--- src/rtl/mips_pkg.sv ---
`default_nettype none
// ============================================================================
// Module      : mips_pkg
// Description : Shared constants and state/owner encodings for the memory
//               port arbiter.
// Revision    : 1.0 - initial release
// ============================================================================
package mips_pkg;

    localparam int unsigned C_DEFAULT_ADDR_WIDTH = 32;
    localparam int unsigned C_DEFAULT_BIT_WIDTH  = 32;

    // Arbiter FSM encoding
    typedef enum logic [1:0] {
        ST_IDLE   = 2'd0,
        ST_BUSY_I = 2'd1,
        ST_BUSY_D = 2'd2,
        ST_DONE   = 2'd3
    } arb_state_e;

    // Which requester owns the shared port for the current transaction
    typedef enum logic {
        OWNER_I = 1'b0,
        OWNER_D = 1'b1
    } arb_owner_e;

endpackage
`default_nettype wire

--- src/rtl/mem_port_arbiter.sv ---
`default_nettype none
// ============================================================================
// Module      : mem_port_arbiter
// Description : Arbitrates one shared memory port between a read-only
//               instruction-fetch requester and a data-memory requester.
//               Data wins by default; instruction fetch is forced through
//               after STARVE_LIMIT consecutive data grants taken while it
//               was waiting.
// Revision    : 1.0 - initial release
// ============================================================================
module mem_port_arbiter
    import mips_pkg::*;
#(
    parameter int unsigned ADDR_WIDTH   = C_DEFAULT_ADDR_WIDTH,
    parameter int unsigned BIT_WIDTH    = C_DEFAULT_BIT_WIDTH,
    parameter int unsigned STARVE_LIMIT = 4
) (
    input  logic                  clk,
    input  logic                  rst,
    input  logic                  if_req,
    input  logic [ADDR_WIDTH-1:0] if_addr,
    output logic [BIT_WIDTH-1:0]  if_rdata,
    output logic                  if_ack,
    input  logic                  dm_req,
    input  logic                  dm_we,
    input  logic [ADDR_WIDTH-1:0] dm_addr,
    input  logic [BIT_WIDTH-1:0]  dm_wdata,
    output logic [BIT_WIDTH-1:0]  dm_rdata,
    output logic                  dm_ack,
    output logic                  mem_req,
    output logic                  mem_we,
    output logic [ADDR_WIDTH-1:0] mem_addr,
    output logic [BIT_WIDTH-1:0]  mem_wdata,
    input  logic [BIT_WIDTH-1:0]  mem_rdata,
    input  logic                  mem_ack
);

    // Counter must be able to hold the value STARVE_LIMIT itself
    localparam int unsigned        C_CNT_W   = (STARVE_LIMIT > 0) ? $clog2(STARVE_LIMIT + 1) : 1;
    localparam logic [C_CNT_W-1:0] C_CNT_MAX = C_CNT_W'(STARVE_LIMIT);

    arb_state_e             state_q,      state_d;
    arb_owner_e             owner_q,      owner_d;
    logic [C_CNT_W-1:0]     starve_cnt_q, starve_cnt_d;
    logic                   mem_we_q,     mem_we_d;
    logic [ADDR_WIDTH-1:0]  mem_addr_q,   mem_addr_d;
    logic [BIT_WIDTH-1:0]   mem_wdata_q,  mem_wdata_d;
    logic [BIT_WIDTH-1:0]   if_rdata_q,   if_rdata_d;
    logic [BIT_WIDTH-1:0]   dm_rdata_q,   dm_rdata_d;

    logic                   w_starve_hit;
    logic [C_CNT_W-1:0]     w_cnt_inc;

    // Instruction fetch has waited long enough to pre-empt a data request
    assign w_starve_hit = if_req && (starve_cnt_q == C_CNT_MAX);
    // Saturating increment of the starvation counter
    assign w_cnt_inc    = (starve_cnt_q == C_CNT_MAX) ? C_CNT_MAX : starve_cnt_q + 1'b1;

    // Next-state, grant capture and read-data capture
    always_comb begin
        state_d      = state_q;
        owner_d      = owner_q;
        starve_cnt_d = starve_cnt_q;
        mem_we_d     = mem_we_q;
        mem_addr_d   = mem_addr_q;
        mem_wdata_d  = mem_wdata_q;
        if_rdata_d   = if_rdata_q;
        dm_rdata_d   = dm_rdata_q;

        unique case (state_q)
            ST_IDLE: begin
                if (dm_req && !w_starve_hit) begin
                    state_d      = ST_BUSY_D;
                    owner_d      = OWNER_D;
                    mem_we_d     = dm_we;
                    mem_addr_d   = dm_addr;
                    mem_wdata_d  = dm_wdata;
                    // Only data grants that bypass a waiting fetch count as starvation
                    starve_cnt_d = if_req ? w_cnt_inc : '0;
                end else if (if_req) begin
                    state_d      = ST_BUSY_I;
                    owner_d      = OWNER_I;
                    mem_we_d     = 1'b0;
                    mem_addr_d   = if_addr;
                    mem_wdata_d  = '0;
                    starve_cnt_d = '0;
                end
            end
            ST_BUSY_I, ST_BUSY_D: begin
                if (mem_ack) begin
                    state_d = ST_DONE;
                    if (owner_q == OWNER_I) begin
                        if_rdata_d = mem_rdata;
                    end else begin
                        dm_rdata_d = mem_rdata;
                    end
                end
            end
            ST_DONE: begin
                state_d = ST_IDLE;
            end
            default: begin
                state_d = ST_IDLE;
            end
        endcase
    end

    // State and datapath registers; reset abandons any in-flight transaction
    always_ff @(posedge clk or posedge rst) begin
        if (rst) begin
            state_q      <= ST_IDLE;
            owner_q      <= OWNER_I;
            starve_cnt_q <= '0;
            mem_we_q     <= 1'b0;
            mem_addr_q   <= '0;
            mem_wdata_q  <= '0;
            if_rdata_q   <= '0;
            dm_rdata_q   <= '0;
        end else begin
            state_q      <= state_d;
            owner_q      <= owner_d;
            starve_cnt_q <= starve_cnt_d;
            mem_we_q     <= mem_we_d;
            mem_addr_q   <= mem_addr_d;
            mem_wdata_q  <= mem_wdata_d;
            if_rdata_q   <= if_rdata_d;
            dm_rdata_q   <= dm_rdata_d;
        end
    end

    assign mem_req   = (state_q == ST_BUSY_I) || (state_q == ST_BUSY_D);
    assign mem_we    = mem_we_q;
    assign mem_addr  = mem_addr_q;
    assign mem_wdata = mem_wdata_q;
    assign if_rdata  = if_rdata_q;
    assign dm_rdata  = dm_rdata_q;
    assign if_ack    = (state_q == ST_DONE) && (owner_q == OWNER_I);
    assign dm_ack    = (state_q == ST_DONE) && (owner_q == OWNER_D);

endmodule
`default_nettype wire

--- config.mk ---
export PLATFORM = sky130hd
export DESIGN_NAME = mem_port_arbiter
export DESIGN_NICKNAME = d
export VERILOG_FILES = /design/src/rtl/mips_pkg.sv /design/src/rtl/mem_port_arbiter.sv
export SDC_FILE = /design/constraint.sdc
export NUM_CORES = 1
export LEC_CHECK = 0
export ABC_AREA = 1
export CAP_MARGIN = 20
export CELL_PAD_IN_SITES_DETAIL_PLACEMENT = 0
export CELL_PAD_IN_SITES_GLOBAL_PLACEMENT = 1
export CORE_ASPECT_RATIO = 0.7
export CORE_MARGIN = 2
export CORE_UTILIZATION = 29
export DETAILED_ROUTE_END_ITERATION = 6
export GPL_TIMING_DRIVEN = 1
export PLACE_DENSITY = 0.85
export SYNTH_ARGS = -nofsm -noshare
export SYNTH_HDL_FRONTEND = slang
export SYNTH_SLANG_ARGS = --single-unit
--- constraint.sdc ---
create_clock -name clk -period 5.92 [get_ports clk]
set_clock_uncertainty 0.1 [all_clocks]
set_input_delay 0.888 -clock clk [delete_from_list [all_inputs] [get_ports clk]]
set_output_delay 0.888 -clock clk [all_outputs]
set_load 0.01 [all_outputs]
==> flow_summary_export.csv, run 1 <==
group,metric,value,unit
status,outcome,"finished, final reports clean",
critical_path,arrival,3450,ps
timing,finalCritPeriodShare,55.4,%
place,port_buffers,265,
pwr,leakage,0.00462,uW
finish,nNetsFinal,1101,
detailed_routing,avgViaCountPerCell,4.27,
grt,grt.overflow.total,0,
critical_path,crit_type,"in2reg",
hold_path,min_path_type,"reg2reg",
detailed_routing,vias,5315,
critical_path,reg2reg_to,"mem_wdata[17]",
grt,grt_pass1_wl,27900,um
timing,final-hold-violation-count,0,
clock_tree,clk_pin_slew,70,ps
synth,synth_area_leader_cell,"dfrtp_1",
timing,relSlewSlack,38.8,%
grt,grt_usage,16.5,%
finish,stdcell_count,1245,
synth,yosysSeqAreaShare,57.7,%
critical_path,cp-start-kind,"input pin",
grt,grt_max_degree,100,
pwr,peakVddDrop,0.251,mV
timing,tns,0,ps
clock_tree,post_cts_buffers,0,
timing,grt_setup_unrepaired,"no",
clock_tree,numCtsBuffers,17,
finish,antenna_cells,0,
hold_path,whs_endpoint,"if_rdata[22]",
timing,max_freq,0.305,GHz
timing,maxSlewViolCount,0,
timing,whs,380,ps
floorplan,io_pins,266,
timing,setup_viol,0,
detailed_routing,firstDrtPassIters,6,
finish,layout_commonest_cell,"clkdlybuf4s50_1",
clock_tree,cts_root_buffer,"clkbuf_16",
clock_tree,clock_sinks,135,
finish,drive_above_1_share,4.72,%
synth,synth_cell_type_count,19,
floorplan,start_util,29.6,%
detailed_routing,drc,0,
critical_path,cp_slowest_cell,"nor2_4",
floorplan,dieArea,21300,um2
clock_tree,cts_resized,0,
hold_path,hp-start,"if_rdata[22]",
synth,syn_inst,707,
floorplan,core,19800,um2
critical_path,crit_path_max_incr_delay,660,ps
critical_path,worstPathCellList,"clkdlybuf4s50_1 > buf_4 > nor2_2 > nor2_4 > inv_2 > buf_4 > nand2_1 > o21ai_0",
critical_path,ff2ff_setup_slack,3190,ps
clock_tree,worstSkewPairLatency,410,ps
place,place_area,8740,um2
timing,tightest_slew,919,ps
finish,stdcell_area,9300,um2
finish,fillers,1901,
critical_path,worstPathMaxFanout,50,
place,dp.final_hpwl,12000,um
grt,antenna_found_initial,0,
critical_path,endpoint_kind,"flop",
floorplan,row_count,43,
detailed_routing,ant_nets,0,
grt,grt_pass1_vias,5402,
synth,yosys_warnings,0,
synth,synth.top_cell.area_share,57.7,%
detailed_routing,drt_iter0_markers,333,
floorplan,die_w,174,um
synth,ys_ff_latch,135,
critical_path,reg2reg_depth,8,
synth,syn_area,5850,um2
critical_path,r2r-start,"state_q[1]",
place,place_congestion,0.772,
clock_tree,h-tree-depth,4,
synth,synth_nets,846,
pwr,p_per_area,496,nW/um2
finish,mostFrequentLayoutCells,"265 x clkdlybuf4s50_1, 208 x nand2_1, 142 x inv_1, 135 x dfrtp_1, 92 x o21ai_0",
flow_run,maxCapViolCount,0,
detailed_routing,routed_wl,17300,um
critical_path,cp.required,6090,ps
synth,ys_top_cells_by_area,"dfrtp_1 58%, nand2_1 13%, inv_1 9.2%",
timing,min_period,3280,ps
hold_path,hold_path_depth,2,
clock_tree,cts_tree,"built",
clock_tree,holdBufCountCts,0,
critical_path,cp_common_cell,"buf_4",
clock_tree,max-clock-path-buffers,2,
detailed_routing,wire_per_inst,13.9,um
place,dp.cells,1213,
finish,syn2layout_area_growth,58.9,%
synth,syn_area_per_cell,8.28,um2
floorplan,die_h,123,um
-- worst max path at each step --
stage	to	startpoint	depth (start not counted)	slack, ps
floorplan	dm_rdata[0]	rst	1	1320
global placement	mem_wdata[24]	dm_req	8	2270
detailed placement	mem_wdata[17]	dm_req	8	2190
CTS	mem_wdata[17]	dm_req	8	2630
global route	mem_wdata[20]	dm_req	8	2430
finish	mem_wdata[17]	dm_req	8	2640
-- critical path: cells and delay by family --
family | cells | cell delay [ps]
AOI/OAI and AO/OA | 1 | 90
buffers and inverters | 4 | 1490
and+or+nand+nor | 3 | 880
-- per-stage QoR --
| step | setup WS, ps | utilization (%) | power, uW |
|---|---|---|---|
| after floorplan | 1320 | - | 2480 |
| after global placement | 2270 | 44.1 | 3590 |
| after detailed placement | 2190 | 44.2 | 3640 |
| after CTS | 2630 | 47.0 | 4680 |
| after global routing | 2430 | 47.0 | 4960 |
| final | 2640 | 47.0 | 4610 |
-- report_power, final --
part / leakage, uW / internal [uW] / total, uW / switching (uW)
registers: 0.00169 / 1350 / 1590 / 238
clock network: 0.000258 / 551 / 1010 / 458
logic: 0.00267 / 1030 / 2010 / 980
total: 0.00462 / 2940 / 4610 / 1680
-- routing by layer --
| layer | share of wire [%] | track usage (%) | wire length (um) | up-vias |
|---|---|---|---|---|
| li1 | - | - | - | 2660 |
| met1 | 46 | 21.4 | 7890 | 2457 |
| met2 | 44 | 24.9 | 7640 | 179 |
| met3 | 8.9 | 7.03 | 1550 | 19 |
| met4 | 1.4 | 5.36 | 251 | 0 |
| met5 | 0 | 0 | 0 | - |
-- cells in the mapped netlist --
cell type,instances
ha_1,5
nor2_4,1
nor2_2,1
inv_2,1
buf_4,3
inv_1,143
a21oi_1,1
buf_1,3
clkbuf_1,16
o22ai_1,2
nand3_2,2
nand2_1,208
buf_2,11
buf_6,2
o21ai_1,8
nand3_1,71
nor2_1,2
o21ai_0,92
dfrtp_1,135
-- logic make-up (layout without fill, tap and decap cells) --
logic type	after synthesis	after routing	synth area share [%]
fa+ha+maj	5	5	1.07
flops	135	135	57.7
buf+inv	179	447	12.2
simple gates	285	285	20.2
compound gates	103	103	8.85
-- flip-flops by register name, indices dropped and copies added (netlist names) --
register      flops
owner_q           1
starve_cnt_q      3
state_q           2
if_rdata         32
mem_wdata        32
dm_rdata         32
mem_addr         32
mem_we            1
-- layout make-up --
cell class	count	area, um2	share of cell area, %
Clock inverter	15	130	1.40
Sequential cell	135	3380	36.3
Multi-Input combinational cell	393	1770	19.1
Timing Repair Buffer	271	2710	29.1
Inverter	144	546	5.87
Clock buffer	17	425	4.57
Tap cell	270	338	3.63
(Power assumes the default switching activity.)
==> run 2, diff against run 1 <==
==> constraint.sdc (replaced) <==
create_clock -name clk -period 3.4 [get_ports clk]
set_clock_uncertainty 0.1 [all_clocks]
set_input_delay 0.51 -clock clk [delete_from_list [all_inputs] [get_ports clk]]
set_output_delay 0.51 -clock clk [all_outputs]
set_load 0.01 [all_outputs]
==> run 2 against run 1 <==
Effect of this change:
- flip-flop and latch count is the same
- largest cell class unchanged
- die area did not move
- first-iteration DRC count rose by 2.4%
- hold slack worse by 2.9 ps
- sequential share of layout area down 0.30 points
- critical endpoint is now mem_req
- total power up 76%
- final area grew 0.83%
- critical path depth is 5 lower
==> flow_summary_export.csv, run 2 (synthesis results as in run 1) <==
group,metric,value,unit
finish,layout_commonest_cell,"clkdlybuf4s50_1",
clock_tree,max-clock-path-buffers,2,
place,place_area,8790,um2
floorplan,row_count,43,
detailed_routing,ant_nets,0,
finish,syn2layout_area_growth,60.2,%
grt,grt_max_degree,136,
place,dp.final_hpwl,11900,um
finish,stdcell_area,9380,um2
floorplan,die_w,174,um
grt,antenna_found_initial,0,
timing,maxSlewViolCount,0,
timing,whs,377,ps
pwr,peakVddDrop,0.374,mV
critical_path,r2r-start,"state_q[1]",
grt,grt.overflow.total,0,
critical_path,reg2reg_to,"if_rdata[27]",
flow_run,maxCapViolCount,0,
critical_path,cp_slowest_cell,"clkdlybuf4s50_1",
finish,stdcell_count,1248,
clock_tree,cts_resized,0,
detailed_routing,wire_per_inst,13.9,um
timing,finalCritPeriodShare,73.4,%
grt,grt_pass1_vias,5466,
place,dp.cells,1216,
critical_path,arrival,1890,ps
timing,grt_setup_unrepaired,"no",
clock_tree,clk_pin_slew,60,ps
pwr,p_per_area,867,nW/um2
status,outcome,"finished, final reports clean",
detailed_routing,vias,5331,
detailed_routing,routed_wl,17400,um
clock_tree,holdBufCountCts,0,
critical_path,cp-start-kind,"flop",
critical_path,crit_type,"reg2out",
place,port_buffers,265,
critical_path,cp.required,2790,ps
hold_path,hold_path_depth,2,
clock_tree,numCtsBuffers,17,
critical_path,worstPathCellList,"inv_1 > ha_1 > clkdlybuf4s50_1",
pwr,leakage,0.00466,uW
critical_path,reg2reg_depth,5,
grt,grt_pass1_wl,28600,um
critical_path,endpoint_kind,"primary output",
timing,min_period,2500,ps
timing,final-hold-violation-count,0,
detailed_routing,drc,0,
detailed_routing,avgViaCountPerCell,4.27,
clock_tree,worstSkewPairLatency,410,ps
grt,grt_usage,16.9,%
detailed_routing,firstDrtPassIters,6,
critical_path,worstPathMaxFanout,5,
timing,tightest_slew,755,ps
floorplan,io_pins,266,
hold_path,min_path_type,"reg2reg",
clock_tree,clock_sinks,135,
clock_tree,cts_tree,"built",
finish,mostFrequentLayoutCells,"265 x clkdlybuf4s50_1, 208 x nand2_1, 142 x inv_1, 135 x dfrtp_1, 92 x o21ai_0",
hold_path,hp-start,"mem_addr[2]",
finish,nNetsFinal,1104,
timing,setup_viol,0,
finish,fillers,1928,
floorplan,dieArea,21300,um2
floorplan,core,19800,um2
timing,relSlewSlack,49.6,%
clock_tree,h-tree-depth,4,
clock_tree,post_cts_buffers,0,
hold_path,whs_endpoint,"mem_addr[2]",
place,place_congestion,0.793,
floorplan,start_util,29.6,%
timing,max_freq,0.401,GHz
floorplan,die_h,123,um
finish,drive_above_1_share,5.01,%
timing,tns,0,ps
critical_path,crit_path_max_incr_delay,600,ps
clock_tree,cts_root_buffer,"clkbuf_16",
detailed_routing,drt_iter0_markers,341,
critical_path,ff2ff_setup_slack,1300,ps
finish,antenna_cells,0,
-- run 2: changes by cell type in the layout (fill, tap and decap cells not counted), sizes merged --
cell / previous run / this run
buf: 6 / 9
bufinv: 0 / 1
clkinv: 1 / 5
clkinvlp: 5 / 2
inv: 153 / 151
-- run 2: power breakdown --
| group | internal (uW) | switching [uW] |
|---|---|---|
| registers | 2350 | 404 |
| logic | 1820 | 1710 |
| clock network | 1040 | 803 |
| total | 5210 | 2920 |
-- run 2: metrics by stage --
stage	setup slack [ps]	total power, uW	util, %
6_report	904	8130	47.4
4_1_cts	863	8250	47.4
5_1_grt	802	8740	47.4
3_5_place_dp	575	6350	44.4
2_1_floorplan	1110	4320	-
3_3_place_gp	669	6290	44.4
-- run 2: worst max-delay path by stage --
stage,slack (ps),cells past startpoint,startpoint,end
6_report,900,3,state_q[1],mem_req
4_1_cts,860,3,state_q[1],mem_req
3_5_place_dp,580,4,dm_req,mem_wdata[30]
2_1_floorplan,1110,1,rst,dm_rdata[0]
5_1_grt,800,3,state_q[1],mem_req
3_3_place_gp,670,4,dm_req,mem_wdata[11]
-- run 2: routing by layer --
layer	routed length (um)	track usage (%)	vias to the layer above	part of all wire (%)
met5	0	0	-	0
met4	153	4.25	0	0.88
met3	1520	6.75	16	8.7
met2	7590	26.1	185	44
met1	8130	22.3	2454	47
li1	-	-	2676	-
-- run 2: cell type report --
class | count | area, um2 | area share, %
timing repair buffer | 274 | 2760 | 29.4
sequential | 135 | 3380 | 36.0
multi-input combinational | 393 | 1770 | 18.9
inverter | 144 | 544 | 5.80
clock buffer | 17 | 425 | 4.54
clock inverter | 15 | 161 | 1.72
tap | 270 | 338 | 3.60
-- run 2: worst max-delay path: cells and delay by family (launching register included) --
family | cells | cell delay (ps)
DFF | 1 | 390
adders and majority gates | 1 | 410
buffers and inverters | 2 | 680
